## config.mk

```make
export PLATFORM = sky130hd
export DESIGN_NAME = uart_transmit
export DESIGN_NICKNAME = d
export VERILOG_FILES = /design/src/rtl/uart_transmit.sv
export SDC_FILE = /design/constraint.sdc
export NUM_CORES = 1
export LEC_CHECK = 0
export BUFFER_PORTS_ARGS = -buffer_cell sky130_fd_sc_hd__buf_2
export CORE_UTILIZATION = 55
export DETAILED_ROUTE_END_ITERATION = 16
export MAX_ROUTING_LAYER = met4
export PLACE_DENSITY_LB_ADDON = 0.1
export SLEW_MARGIN = 20
export SYNTH_ARGS = -nofsm -noshare
export SYNTH_HDL_FRONTEND = slang
export SYNTH_SLANG_ARGS = --single-unit
export TNS_END_PERCENT = 100
```

## constraint.sdc

```tcl
create_clock -name i_CLK -period 2.95 [get_ports i_CLK]
set_input_delay 0.1475 -clock i_CLK [delete_from_list [all_inputs] [get_ports i_CLK]]
set_output_delay 0.1475 -clock i_CLK [all_outputs]
set_load 0.01 [all_outputs]
```

## src/rtl/uart_transmit.sv

```systemverilog
// Buffered 8N1 UART transmitter: a small circular FIFO feeding an LSB-first
// serialiser with a registered, glitch-free serial output.
module uart_transmit #(
    parameter int CLKS_PER_BIT = 217,
    parameter int DEPTH        = 4
) (
    input  logic                    i_CLK,
    input  logic                    i_RST,
    input  logic                    i_DataValid,
    input  logic [7:0]              i_Tx_Byte,
    output logic                    o_Full,
    output logic                    o_Empty,
    output logic [$clog2(DEPTH):0]  o_Count,
    output logic                    o_Tx_Serial,
    output logic                    o_Tx_Active,
    output logic                    o_Tx_Done
);
    localparam int AW = $clog2(DEPTH);
    localparam int CW = $clog2(CLKS_PER_BIT);
    localparam logic [CW-1:0] CNT_LAST = CW'(CLKS_PER_BIT - 1);

    typedef enum logic [1:0] {IDLE, START, DATA, STOP} state_e;

    logic [7:0]    mem_q [DEPTH];
    logic [AW:0]   wr_ptr_q, wr_ptr_d, rd_ptr_q, rd_ptr_d;
    logic          push, pop;

    state_e        state_q, state_d;
    logic [CW-1:0] cnt_q, cnt_d;
    logic [2:0]    bit_q, bit_d;
    logic [7:0]    shift_q, shift_d;
    logic          serial_q, serial_d;
    logic          done_q, done_d;

    // Pointers carry one extra wrap bit so full and empty are distinguishable.
    assign o_Empty = (wr_ptr_q == rd_ptr_q);
    assign o_Full  = (wr_ptr_q[AW] != rd_ptr_q[AW]) &&
                     (wr_ptr_q[AW-1:0] == rd_ptr_q[AW-1:0]);
    assign o_Count = wr_ptr_q - rd_ptr_q;
    assign push    = i_DataValid && !o_Full;

    assign o_Tx_Serial = serial_q;
    assign o_Tx_Active = (state_q != IDLE);
    assign o_Tx_Done   = done_q;

    always_ff @(posedge i_CLK) begin
        if (push && !i_RST) begin
            mem_q[wr_ptr_q[AW-1:0]] <= i_Tx_Byte;
        end
    end

    always_comb begin
        state_d  = state_q;
        cnt_d    = cnt_q;
        bit_d    = bit_q;
        shift_d  = shift_q;
        done_d   = 1'b0;
        pop      = 1'b0;
        case (state_q)
            IDLE: begin
                if (!o_Empty) begin
                    pop     = 1'b1;
                    shift_d = mem_q[rd_ptr_q[AW-1:0]];
                    cnt_d   = '0;
                    bit_d   = '0;
                    state_d = START;
                end
            end
            START: begin
                if (cnt_q == CNT_LAST) begin
                    cnt_d   = '0;
                    state_d = DATA;
                end else begin
                    cnt_d = cnt_q + 1'b1;
                end
            end
            DATA: begin
                if (cnt_q == CNT_LAST) begin
                    cnt_d   = '0;
                    shift_d = {1'b0, shift_q[7:1]};
                    if (bit_q == 3'd7) begin
                        state_d = STOP;
                    end else begin
                        bit_d = bit_q + 3'd1;
                    end
                end else begin
                    cnt_d = cnt_q + 1'b1;
                end
            end
            STOP: begin
                if (cnt_q == CNT_LAST) begin
                    cnt_d   = '0;
                    done_d  = 1'b1;
                    state_d = IDLE;
                end else begin
                    cnt_d = cnt_q + 1'b1;
                end
            end
            default: state_d = IDLE;
        endcase

        // Line level is decoded from the next state so the pin comes straight off a flop.
        case (state_d)
            START:   serial_d = 1'b0;
            DATA:    serial_d = shift_d[0];
            default: serial_d = 1'b1;
        endcase

        wr_ptr_d = wr_ptr_q + {{AW{1'b0}}, push};
        rd_ptr_d = rd_ptr_q + {{AW{1'b0}}, pop};
    end

    always_ff @(posedge i_CLK) begin
        if (i_RST) begin
            state_q  <= IDLE;
            cnt_q    <= '0;
            bit_q    <= '0;
            shift_q  <= '0;
            serial_q <= 1'b1;
            done_q   <= 1'b0;
            wr_ptr_q <= '0;
            rd_ptr_q <= '0;
        end else begin
            state_q  <= state_d;
            cnt_q    <= cnt_d;
            bit_q    <= bit_d;
            shift_q  <= shift_d;
            serial_q <= serial_d;
            done_q   <= done_d;
            wr_ptr_q <= wr_ptr_d;
            rd_ptr_q <= rd_ptr_d;
        end
    end

endmodule

```

==> results.txt <==
Detailed-route DRC error count -> 0
Max-slew headroom -> 0.554
Post-CTS resize count -> 0
Ports -> 19
Post-synth top area cell -> edfxtp_1
Largest net degree at the start of global routing -> 31
# hold bufs at CTS -> 0
Yosys reg bits -> 61
RSZ-0062 raised after global routing -> no
Simple-gate share of the synthesized area -> 0.127
Post-Syn Area -> 2650 um2
Post-Synthesis Cells -> 211
Deepest clock path buffer count -> 2
Worst r2r src -> rd_ptr_q[1]
Grt ovf -> 0
Final worst path period need -> 2.35 ns
Yosys cell types -> 41
Synth top cells by count -> edfxtp_1 (32), dfxtp_1 (29), nor2_1 (22)
Final wirelength -> 5.08 mm
Iter 0 DRT Violations -> 148
Internal -> 1.64 mW
Critical path launch point type -> flip-flop
Port Buf Inserts -> 18
Setup Fix Bufs, Post-CTS -> 0
Max Slew Vio Count -> 0
Vias post-DR -> 1798
Syn Nets -> 233
Final Cycle Share -> 0.796
Status -> completed
Worst Hold Slack -> 0.0213 ns
Clock skew -> 0.00751 ns
Post-DR wirelength/cell -> 17.2 um
CTS Buf Count -> 9
Area Overhead vs Synth -> 13.2%
Post-DP HPWL -> 3.62 mm
Synth area leaders -> edfxtp_1 (36%), dfxtp_1 (22%), mux4_1 (6.9%)
Worst endpoint required time -> 2.92 ns
Vias per inst -> 6.09
Max-cap viol count -> 0
Total GRT Usage -> 0.239
Worst-Margin Slew -> 0.666 ns
Seq pwr share -> 0.434
Fin. Hold Viols -> 0
Setup TNS -> 0 ns
Post-Place Cell Area -> 2800 um2
Die area -> 5100 um2
Comb power frac -> 0.261
Clock sinks -> 61
Peak Freq -> 426 MHz
Row count -> 24
Largest family of logic cells by synthesized area -> simple AND/OR/NAND/NOR gates
Mux contribution to synthesized area -> 0.0817
PwrDens -> 799 nW/um2
H-tree depth -> 3
Final setup violating endpoints -> 0
EDFF count, synth -> 32
Worst hold start -> i_Tx_Byte[6]
Core area -> 4500 um2
Final GP Congestion -> 0.818
P_leak -> 1.13 nW
Starting Density -> 0.588
Root Buffer Master -> clkbuf_8
Crit path DAT -> 2.32 ns
Net switching power -> 0.755 mW
Pre-antenna DRT Iters -> 6
Fillers -> 318
Final Cell Area -> 3000 um2
Crit Path Max Fanout -> 11
Vias in the first global route -> 1817
XOR/XNOR Fraction of Synth Area -> 0.0198
Top-area cell type share of the netlist area -> 0.363
Core Util, Final -> 0.666
Avg Cell Area, Syn -> 12.6 um2
First-pass GRT wire length -> 8.50 mm
Kind of critical path -> flip-flop to flip-flop
CP startpoint -> rd_ptr_q[1]
Clk Latency, worst-skew pair -> 0.34 ns
Hold crit path type -> input port to flip-flop
Post-synthesis compound-gate area fraction -> 0.103
Worst-path clk slew -> 0.07 ns
Antenna violations before repair -> 0
Antenna cells -> 0
Crit end category -> flip-flop
Die Width -> 71.4 um
Post-synthesis adder-cell area fraction -> 0.0548
Main synth FF type -> edfxtp_1
Die Y -> 71.4 um
CTS tree -> built
Post-DRT Antenna Nets -> 0
Peak supply drop -> 0.000674 V
Sequential area share after synthesis -> 0.582
Top-count cell post-synth -> edfxtp_1
Final Net Count -> 260
Fraction of layout cells with a size suffix above 1 -> 0.181
Clock power share -> 0.305
Sw frac -> 0.315
Synth warn -> 0
Async S/R FF share, synth -> 0
## layout make-up
cell class	count	area [um2]	area share
Multi-Input combinational cell	132	1020	0.342
Tap cell	52	65.1	0.0217
Inverter	11	41.3	0.0138
Clock inverter	7	75.1	0.0250
Clock buffer	9	124	0.0413
Timing Repair Buffer	23	128	0.0426
Sequential cell	61	1540	0.514
## power by group through the flow
stage / Sequential, mW / Clock, mW / Combinational [mW]
after floorplan: 1.05 / 0 / 0.461
after global placement: 1.05 / 0 / 0.592
after detailed placement: 1.06 / 0 / 0.624
after CTS: 1.04 / 0.746 / 0.626
after global routing: 1.05 / 0.784 / 0.695
final: 1.04 / 0.730 / 0.627
## metrics by stage
stage          setup slack [ns]  std cells  power (mW)
6_report                  0.603        295        2.40
5_1_grt                   0.421        295        2.53
3_5_place_dp              0.632        279        1.68
2_1_floorplan             0.589        211        1.51
4_1_cts                   0.592        295        2.41
3_3_place_gp              0.791        279        1.64
## registers in the layout, summed over array words and instances, names as in the netlist
signal       flops
o_Tx_Serial      1
shift_q          8
wr_ptr_q         3
mem_q           32
bit_q            3
state_q          2
rd_ptr_q         3
o_Tx_Done        1
cnt_q            8
## metal layers
metal	track usage	share of wire
met1	0.268	0.43
met2	0.394	0.51
met3	0.0703	0.036
met4	0.111	0.023
met5	-	0
## worst max-delay path: stages (launching register included)
cell and delay, ns:
dfxtp_1 0.31, buf_4 0.18, inv_1 0.06, ha_1 0.29, nand2_1 0.18, o21ai_0 0.19
inv_1 0.14, nand3_1 0.10, nor2_1 0.53
## cell families after synthesis
| logic type | after synthesis |
|---|---|
| AND/OR/NAND/NOR | 63 |
| flip-flops | 61 |
| AO/OA/AOI/OAI | 43 |
| buffers and inverters | 18 |
| adder cells (fa/ha/maj) | 11 |
| multiplexers | 9 |
| XOR/XNOR | 6 |
## placed cells by master, fill, tap and decap left out, types with 9 or more instances in the layout
master and n:
edfxtp_1 32, dfxtp_1 29, nor2_1 22, buf_2 18, a21oi_1 14, inv_1 11, nand2_1 10, a22oi_1 10
ha_1 10, clkbuf_8 9
## worst paths after layout
check,to,slack [ns],depth (start not counted)
min reg2reg,shift_q[6],0.47,2
max,mem_q[1][6],0.60,8
min,mem_q[3][6],0.02,1
max reg2reg,mem_q[1][6],0.60,8
Power figures use the tool's default switching activity.
